<file path="src/rtl/alu_flags_unit.sv">
// alu_flags_unit: architectural Z/C/N status register with a flag-snapshot LIFO
// and jump-condition evaluation against the registered flags.
package arch_defs_pkg;
    localparam int DATA_WIDTH = 8;
endpackage

module alu_flags_unit
    import arch_defs_pkg::*;
#(
    parameter int STACK_DEPTH = 4
) (
    input  logic       clk,
    input  logic       reset,
    input  logic       alu_zero_in,
    input  logic       alu_carry_in,
    input  logic       alu_negative_in,
    input  logic       load_flags,
    input  logic       flags_push,
    input  logic       flags_pop,
    input  logic [2:0] cond_sel,
    output logic       flag_zero,
    output logic       flag_carry,
    output logic       flag_negative,
    output logic       branch_taken,
    output logic       stack_empty,
    output logic       stack_full,
    output logic       stack_error
);
    localparam int CW = $clog2(STACK_DEPTH + 1);
    localparam int IW = $clog2(STACK_DEPTH);

    logic [CW-1:0] r_count;
    logic [2:0]    r_flags;
    logic          r_err;
    logic [2:0]    r_mem [STACK_DEPTH];
    logic          w_push_ok;
    logic          w_pop_ok;
    logic          w_err_evt;
    logic [IW-1:0] w_wr_idx;
    logic [IW-1:0] w_rd_idx;

    assign stack_empty = (r_count == '0);
    assign stack_full  = (r_count == CW'(STACK_DEPTH));
    // push and pop together is an error, so neither takes effect
    assign w_push_ok = flags_push & ~flags_pop & ~stack_full;
    assign w_pop_ok  = flags_pop & ~flags_push & ~stack_empty;
    assign w_err_evt = (flags_push & flags_pop) | (flags_push & stack_full) | (flags_pop & stack_empty);
    assign w_wr_idx  = IW'(r_count);
    assign w_rd_idx  = IW'(r_count - CW'(1));

    always_ff @(posedge clk or negedge reset) begin
        if (!reset) begin
            r_count <= '0;
            r_flags <= '0;
            r_err   <= 1'b0;
        end else begin
            r_err <= r_err | w_err_evt;
            if (w_push_ok)
                r_count <= r_count + CW'(1);
            else if (w_pop_ok)
                r_count <= r_count - CW'(1);
            if (w_pop_ok)
                r_flags <= r_mem[w_rd_idx];
            else if (load_flags)
                r_flags <= {alu_negative_in, alu_carry_in, alu_zero_in};
        end
    end

    always_ff @(posedge clk) begin
        if (w_push_ok)
            r_mem[w_wr_idx] <= r_flags;
    end

    assign flag_negative = r_flags[2];
    assign flag_carry    = r_flags[1];
    assign flag_zero     = r_flags[0];
    assign stack_error   = r_err;

    always_comb begin
        branch_taken = 1'b0;
        case (cond_sel)
            3'b000: branch_taken = 1'b1;
            3'b001: branch_taken = flag_zero;
            3'b010: branch_taken = ~flag_zero;
            3'b011: branch_taken = flag_carry;
            3'b100: branch_taken = ~flag_carry;
            3'b101: branch_taken = flag_negative;
            3'b110: branch_taken = ~flag_negative;
            default: branch_taken = 1'b0;
        endcase
    end
endmodule

</file>
<file path="config.mk">
export PLATFORM = sky130hd
export DESIGN_NAME = alu_flags_unit
export DESIGN_NICKNAME = d
export VERILOG_FILES = /design/src/rtl/alu_flags_unit.sv
export SDC_FILE = /design/constraint.sdc
export NUM_CORES = 1
export LEC_CHECK = 0
export ABC_AREA = 1
export BUFFER_PORTS_ARGS = -buffer_cell sky130_fd_sc_hd__buf_2
export CAP_MARGIN = 25
export CORE_MARGIN = 2
export CORE_UTILIZATION = 52
export CTS_BUF_LIST = sky130_fd_sc_hd__clkbuf_4
export DETAILED_ROUTE_END_ITERATION = 10
export HOLD_SLACK_MARGIN = 0.03
export PLACE_DENSITY = 0.77
export SLEW_MARGIN = 20
export SYNTH_ARGS = -nofsm -noshare
export SYNTH_HDL_FRONTEND = slang
export SYNTH_SLANG_ARGS = --single-unit
</file>
<file path="constraint.sdc">
create_clock -name clk -period 1.5 [get_ports clk]
set_input_delay 0.15 -clock clk [delete_from_list [all_inputs] [get_ports clk]]
set_output_delay 0.15 -clock clk [all_outputs]
set_load 0.01 [all_outputs]
</file>
-- After elaboration in Yosys (flattened, before gate mapping)
Memory sizes are Yosys's and may differ from the RTL's.
Index checks and enable logic that the tools add are counted.
- register bits after elaboration: 7
- memory bits (writable): 12
- bits of input ports: 11
- memories kept: 1
- add/subtract/negate cells: 2
- eq/ne operators: 7
- multiplexer cells: 7
- bitwise gates (word level): 17
- reduce and logical (&&, ||, !) cells: 4
- memories (name ; words ; bits a word ; rd ports ; clocked after Yosys merged registers in ; write ports ; RTL line ; RTL):
    r_mem ; 4 ; 3 ; 1 ; 0 ; 1 ; 35 ; logic [2:0] r_mem [STACK_DEPTH];
- operators by type and width (cell ; count):
    3-bit == test, second input constant ; 4
    3-bit 2-to-1 mux ; 4
    1-bit bitwise AND ; 7
    1-bit NOT ; 7
    1-bit one-hot mux with 7 select lines ; 1
    3-bit by 2-bit == test with 1-bit output, second input constant ; 2
    3-bit logical NOT ; 2
    2-bit nonzero test ; 2
    3-bit by 1-bit adder with 3-bit output, second input constant ; 1
    3-bit by 1-bit == test with 1-bit output, second input constant ; 1
    1-bit OR ; 3
    3-bit by 1-bit subtractor with 3-bit output, second input constant ; 1
    1-bit 2-to-1 mux ; 2

-- Depth between registers and ports, before layout
Gate-level depths: netlist (run 1).
- depth in word-level cells: 5
- depth in mapped cells: 10
- gate-level depth less buffers: 9

-- Worst setup path after synthesis (run 1)
Ideal clock, no wire load.
- path type: register -> register
- from: reg r_count[0]
- to: reg r_flags[0]
- setup time: 0.116 ns
- data arrival time: 1.446 ns
- setup slack: -0.063 ns
- cell stages (with the launch flop): 9
- cell sequence: dfrtp_1 > buf_4 > inv_4 > ha_1 > ha_1 > nor3_2 > nand3_1 > nand2_1 > nand2_1
- longest elaborated chain between the ends: 4
- elaborated cells between the ends (all ways): 7
- classes of those cells: add/sub (1); mux (1); bitwise (2); reduce/logical (2); memory (1)
- ends and longest elaborated chain (item ; RTL line ; RTL):
    start, declared ; 32 ; logic [CW-1:0] r_count;
    start signal, assigned ; 59 ; r_count <= r_count + CW'(1);
    start signal, assigned ; 61 ; r_count <= r_count - CW'(1);
    3-bit logical NOT (*) ; 42 ; assign stack_empty = (r_count == '0);
    net stack_empty ; 25 ; output logic stack_empty,
    1-bit NOT (*) ; 46 ; assign w_pop_ok = flags_pop & ~flags_push & ~stack_empty;
    1-bit bitwise AND (*) ; 46 ;
    3-bit 2-to-1 mux or 2-bit nonzero test (tied branches) ; -- ;
    end signal, assigned ; 63 ; r_flags <= r_mem[w_rd_idx];
    end signal, assigned ; 65 ; r_flags <= {alu_negative_in, alu_carry_in, alu_zero_in};
    end, declared ; 33 ; logic [2:0] r_flags;
Mark *: on every way through the listed nets, which the timed path passes. The rest lies on a longest branch.
A chain may end at the register's enable or synchronous reset.

-- Worst setup path after layout (run 1)
- from: reg r_count[0]
- to: mem r_mem[1][0], enable pin
- longest elaborated chain between the ends: 5
- ends and longest elaborated chain (item ; RTL line ; RTL):
    3-bit == test ; 43 ; assign stack_full = (r_count == CW'(STACK_DEPTH));
    1-bit NOT ; 45 ; assign w_push_ok = flags_push & ~flags_pop & ~stack_full;
    1-bit bitwise AND ; 45 ;
    1-bit 2-to-1 mux ; 70 ; if (w_push_ok)
    1-bit 2-to-1 mux (implied by the code) ; 71 ; r_mem[w_wr_idx] <= r_flags;
    end, declared ; 35 ;
Parallel ways exist; a longest one is shown, timed or not.

==> results.json, run 1 <==
{
  "worst_ep_arrival_time_ns": 1.46,
  "synth_top_area_share": 0.3265,
  "slew_violations": 0,
  "portBuffers": 17,
  "final_cell_mix": "nand2_1 (36), inv_1 (28), buf_2 (17)",
  "ctsRootBufferMaster": "clkbuf_4",
  "slew_headroom": 0.8396,
  "nets": 172,
  "die-area_mm2": 0.002507,
  "critPathKind": "flip-flop to flip-flop",
  "final_layout_size_suffix_gt1_frac": 0.3052,
  "cts-htree-levels": 1,
  "rsz0062_at_grt": "false",
  "cts.sinks": 19,
  "cp_slowest_cell": "dfrtp_1",
  "wire_per_inst_um": 11.74,
  "hold_viol": 0,
  "switching_share": 0.4234,
  "pwr-share-clk": 0.124,
  "dr.first_iter.drc_count": 18,
  "startpoint_type": "flip-flop",
  "grt-ovfl-total": 0,
  "routabilityCongestion": 0.8009,
  "power_leakage_nw": 0.6741,
  "grt_max_degree": 12,
  "ys_seq_area_frac": 0.4853,
  "num_rows": 16,
  "clock.fmax_mhz": 684.7,
  "final_cell_count_no_fill": 181,
  "die_w_um": 50.07,
  "powerDensity_mw_per_mm2": 1611,
  "worst-path-buf-inv": 1,
  "tns_ns": 0,
  "clock_skew_ns": 0.001203,
  "register_area_um2": 539.3,
  "required_ns": 1.50,
  "tightestPinTransition_ns": 0.2398,
  "switching_power_uw": 896.9,
  "seq_power_share": 0.389,
  "num_antenna_cells": 0,
  "first_pass_iters": 5,
  "multi_input_area_um2": 466.7,
  "yosysWarnings": 0,
  "preCtsSetupSlack_ns": 0.03222,
  "cts_buffer_depth": 2,
  "syn_avg_cell_area_um2": 8.489,
  "final_common_cell": "nand2_1",
  "vias": 872,
  "yosysUniqueCellTypes": 21,
  "drt-total-wl_um": 2125,
  "netlist_area_mm2": 0.001104,
  "die_height_um": 50.07,
  "coreArea_mm2": 0.001982,
  "ys_ff_latch": 19,
  "area_growth_pct": 19.16,
  "initial_core_util": 0.5568,
  "dp_hpwl_um": 1709,
  "grt_pass1_wl_um": 3657,
  "setup-violations-final": 0,
  "ir_drop_mv": 0.9337,
  "p_comb_frac": 0.487,
  "total_power_mw": 2.118,
  "cts_tree": "built",
  "status": "finished clean",
  "cap_viol_max_count": 0,
  "cp_max_fo": 7,
  "slowest_delay_ns": 0.41,
  "grt_pass1_vias": 848,
  "drc": 0,
  "postSynthCellCount": 130,
  "antenna_found_initial": 0,
  "final_core_util": 0.6635,
  "critPathCaptureType": "flip-flop",
  "clk_latency_ns": 0.30,
  "period_share": 0.9736,
  "cts_buffers": 3,
  "crit_family": "simple AND/OR/NAND/NOR gates",
  "post_cts_buffers": 0,
  "hp-class": "primary input to flip-flop",
  "fin_ws_ns": 0.03955,
  "io_pins": 18,
  "yosysTopAreaCell": "edfxtp_1",
  "path_clk_slew_ns": 0.11,
  "crit_path_cell_trace": "inv_4 -> ha_1 -> nand2_2 -> nand3_4 -> nor2_1",
  "synth_top_cells_by_area": "edfxtp_1 (33%), dfrtp_1 (16%), nand2_1 (12%)",
  "dpl.cell_count": 176,
  "period_minus_slack_ns": 1.460,
  "n_fill_cell": 161,
  "p_int_mw": 1.222,
  "via_per_inst": 4.818,
  "synth_nets": 147,
  "ant_nets": 0,
  "grt_usage": 0.1959
}
[timing repair]
action                                  CTS  global route
gates resized for setup                   0             8
endpoints found under the setup margin    0             7
hold buffers                              1             0
endpoints found under the hold margin     7             0
[synthesized netlist by cell type (all sizes together)]
cell type  number
dfrtp           7
nand3          13
ha              6
a21oi           2
nand2          41
inv            34
nor2            5
edfxtp         12
buf             1
nor3            1
xor2            1
o22ai           1
o21ai           5
o211ai          1
[tightest hold or removal path: cells and delay by family]
| kind | cells | cell delay [ns] |
|---|---|---|
| buffers and inverters | 2 | 0.13 |
| AO/OA/AOI/OAI | 1 | 0.06 |
| AND/OR/NAND/NOR | 2 | 0.10 |
[metrics by stage]
step                area, µm²  hold slack (ns)
floorplan                1122          -0.1456
global placement         1256        -0.004182
detailed placement       1256        -0.004195
CTS                      1294           0.1709
global route             1315           0.1855
finish                   1315           0.1716
[area by class of cell]
class / count / area share
inverters: 34 / 0.09895
flip-flops and latches: 19 / 0.4101
clock buffers: 3 / 0.01713
well taps: 27 / 0.02569
repair buffers: 21 / 0.08944
multi-input cells: 76 / 0.3549
clock inverters: 1 / 0.003806
[path summary, 6_finish.rpt]
check                                       start                     end  slack [ns]  cells past startpoint
hold / removal                    alu_negative_in  r_flags[2]$_DFFE_PN0P_        0.17                      5
setup / recovery           r_count[0]$_DFFE_PN0P_   r_mem[1][0]$_DFFE_PP_        0.04                      5
hold reg to reg             stack_error$_DFF_PN0_   stack_error$_DFF_PN0_        0.51                      2
setup reg to reg           r_count[0]$_DFFE_PN0P_   r_mem[1][0]$_DFFE_PP_        0.04                      5
max in group asynchronous                   reset  r_flags[2]$_DFFE_PN0P_        1.12                      2
min in group asynchronous                   reset   stack_error$_DFF_PN0_        0.20                      2
[cells by family after synthesis]
| logic type | Yosys count | synth area share |
|---|---|---|
| AOI/OAI and AO/OA | 9 | 0.04422 |
| xor gates and xnor gates | 1 | 0.01474 |
| adders and majority gates | 6 | 0.06803 |
| buffers and inverters | 35 | 0.1247 |
| DFF | 19 | 0.4853 |
| and+or+nand+nor | 60 | 0.2630 |
[power by group through the flow]
stage | combinational [mW] | sequential (mW) | clock, mW
2_1_floorplan | 0.716 | 0.807 | 0
3_3_place_gp | 0.963 | 0.819 | 0
3_5_place_dp | 0.995 | 0.830 | 0
4_1_cts | 1.00 | 0.817 | 0.270
5_1_grt | 1.17 | 0.841 | 0.302
6_report | 1.03 | 0.824 | 0.263
[routing by layer]
layer,up-vias,routed length [µm],GRT usage
met2,17,1108,0.3224
met5,-,0,0
met3,2,52,0.03939
met1,408,953,0.2554
li1,445,-,-
met4,0,11,0.06481
[flip-flops by register name (all words and copies together), names as in the netlist]
| name | flops |
|---|---|
| r_flags | 3 |
| r_count | 3 |
| stack_error | 1 |
| r_mem | 12 |
Power figures use the tool's default switching activity.
==> inputs of run 2 (changes only) <==
Clock period 1.5 ns to 1.2 ns, I/O delays scaled along.
==> run 2 against run 1 <==
Effect of this change: the flow now finishes with violations (setup timing); clock power rose by 24%; highest routed layer unchanged; via count increased by 7.8%; final cell count increased by 5.0%; worst hold slack lost 0.029 ns; utilization increased by 7.6 points; die area did not move; first-iteration DRC count is 5.6% lower; final area grew 12%; power grew 48%.
==> results.json, run 2 (same netlist as run 1, synthesis figures left out) <==
{
  "final_cell_count_no_fill": 190,
  "register_area_um2": 536.8,
  "routabilityCongestion": 0.8267,
  "ctsRootBufferMaster": "clkbuf_4",
  "power_leakage_nw": 0.7333,
  "final_cell_mix": "nand2_1 (35), inv_1 (25), buf_2 (15)",
  "num_antenna_cells": 0,
  "cts_buffer_depth": 2,
  "initial_core_util": 0.5568,
  "route.met3.wl_um": 85,
  "n_fill_cell": 137,
  "nets": 181,
  "r2r-start": "r_count[0]$_DFFE_PN0P_",
  "clock.fmax_mhz": 710.3,
  "ir_drop_mv": 1.555,
  "area_growth_pct": 32.88,
  "worst-path-buf-inv": 1,
  "grt_usage": 0.2146,
  "dr.first_iter.drc_count": 17,
  "cts-htree-levels": 1,
  "rsz0062_at_grt": "true",
  "wire_per_inst_um": 12.63,
  "fin_ws_ns": -0.2079,
  "powerDensity_mw_per_mm2": 2138,
  "hold_viol": 0,
  "tightestPinTransition_ns": 0.2619,
  "period_minus_slack_ns": 1.408,
  "routed.top_layer": "met4",
  "min_from": "flags_pop",
  "grt_pass1_vias": 851,
  "startpoint_type": "flip-flop",
  "final_common_cell": "nand2_1",
  "worstSetupStartpoint": "r_count[0]$_DFFE_PN0P_",
  "cp_max_fo": 4,
  "total_power_mw": 3.135,
  "drc": 0,
  "antenna_found_initial": 0,
  "critPathKind": "flip-flop to flip-flop",
  "num_rows": 16,
  "clk_latency_ns": 0.30,
  "grt_max_degree": 12,
  "final_layout_size_suffix_gt1_frac": 0.3926,
  "hp-class": "primary input to flip-flop",
  "top_regs": "r_mem: 12 flops, r_count: 3 flops, r_flags: 3 flops",
  "dpl.cell_count": 183,
  "wl_met1_um": 981,
  "vias": 940,
  "die_w_um": 50.07,
  "coreArea_mm2": 0.001982,
  "cp_slowest_cell": "dfrtp_2",
  "cts.sinks": 19,
  "cts_tree": "built",
  "grt_pass1_wl_um": 3746,
  "status": "finished, violations left",
  "required_ns": 1.41,
  "period_share": 1.173,
  "die_height_um": 50.07,
  "slew_headroom": 0.8249,
  "violations": "setup timing",
  "worst_ep_arrival_time_ns": 1.61,
  "portBuffers": 17,
  "crit_family": "simple AND/OR/NAND/NOR gates",
  "largest_register": "r_mem",
  "via_per_inst": 4.947,
  "grt-ovfl-total": 0,
  "dr_wl_met2_um": 1218,
  "slew_violations": 0,
  "die-area_mm2": 0.002507,
  "crit_path_cell_trace": "inv_8 -> ha_4 -> ha_4 -> nor3_4 -> nand3_1 -> nand2_1 -> nand2_1",
  "first_pass_iters": 4,
  "dp_hpwl_um": 1845,
  "clock_skew_ns": 0.002949,
  "drt-total-wl_um": 2399,
  "slowest_delay_ns": 0.44,
  "path_clk_slew_ns": 0.11,
  "critPathCaptureType": "flip-flop",
  "multi_input_area_um2": 525.5,
  "largest_register_ffs": 12,
  "setup-violations-final": 22,
  "cap_viol_max_count": 0,
  "ant_nets": 0,
  "io_pins": 18,
  "cts_buffers": 3
}
==> run 2: final cells by class <==
class | instances | share of cell area
sequential | 19 | 0.3660
inverter | 34 | 0.09386
tap | 27 | 0.02304
timing repair buffer | 30 | 0.1399
clock buffer | 3 | 0.01536
clock inverter | 1 | 0.003413
multi-input combinational | 76 | 0.3584
==> run 2: path summary, 6_finish.rpt <==
path	to	slack, ns	depth (start not counted)
min in group asynchronous	stack_error$_DFF_PN0_	0.21	2
max in group asynchronous	r_count[0]$_DFFE_PN0P_	0.82	2
worst min register to register	stack_error$_DFF_PN0_	0.51	2
worst max-delay path	r_flags[1]$_DFFE_PN0P_	-0.21	7
worst min-delay path	stack_error$_DFF_PN0_	0.14	3
worst max register to register	r_flags[1]$_DFFE_PN0P_	-0.21	7
==> run 2: metrics by stage <==
step / utilization / setup slack [ns] / instance area, µm² / TNS [ns] / hold slack [ns]
2_1_floorplan: - / -0.2134 / 1191 / -3.494 / -0.1756
3_3_place_gp: 0.6932 / -0.2057 / 1374 / -2.708 / -0.03299
3_5_place_dp: 0.6932 / -0.2593 / 1374 / -3.276 / -0.02803
4_1_cts: 0.7330 / -0.2048 / 1453 / -3.172 / 0.1455
5_1_grt: 0.7399 / -0.2516 / 1466 / -4.388 / 0.1725
6_report: 0.7399 / -0.2079 / 1466 / -3.224 / 0.1428
==> run 2: what timing repair did <==
action / 4_1_cts / 5_1_grt
hold buffers: 1 / 0
setup endpoints to repair: 21 / 22
gates cloned: 0 / 0
setup buffers: 1 / 1
pin swaps: 11 / 1
gates resized for setup: 11 / 4
hold endpoints to repair: 7 / 0
==> run 2: worst reg2reg max path, stage by stage (launching register included) <==
cell and delay (ns):
dfrtp_2 0.44, inv_8 0.05, ha_4 0.16, ha_4 0.18, nor3_4 0.22, nand3_1 0.14, nand2_1 0.07, nand2_1 0.05
==> run 2: report_power, final <==
| group | switching [mW] | internal [mW] | leakage (nW) |
|---|---|---|---|
| combinational | 1.02 | 0.804 | 0.527 |
| sequential | 0.108 | 0.879 | 0.189 |
| clock | 0.201 | 0.125 | 0.0177 |
==> run 2: per-layer routing <==
layer	GRT usage	vias up
met3	0.02121	11
met2	0.3465	33
met1	0.2565	436
met5	0	-
met4	0.1759	0
li1	-	460
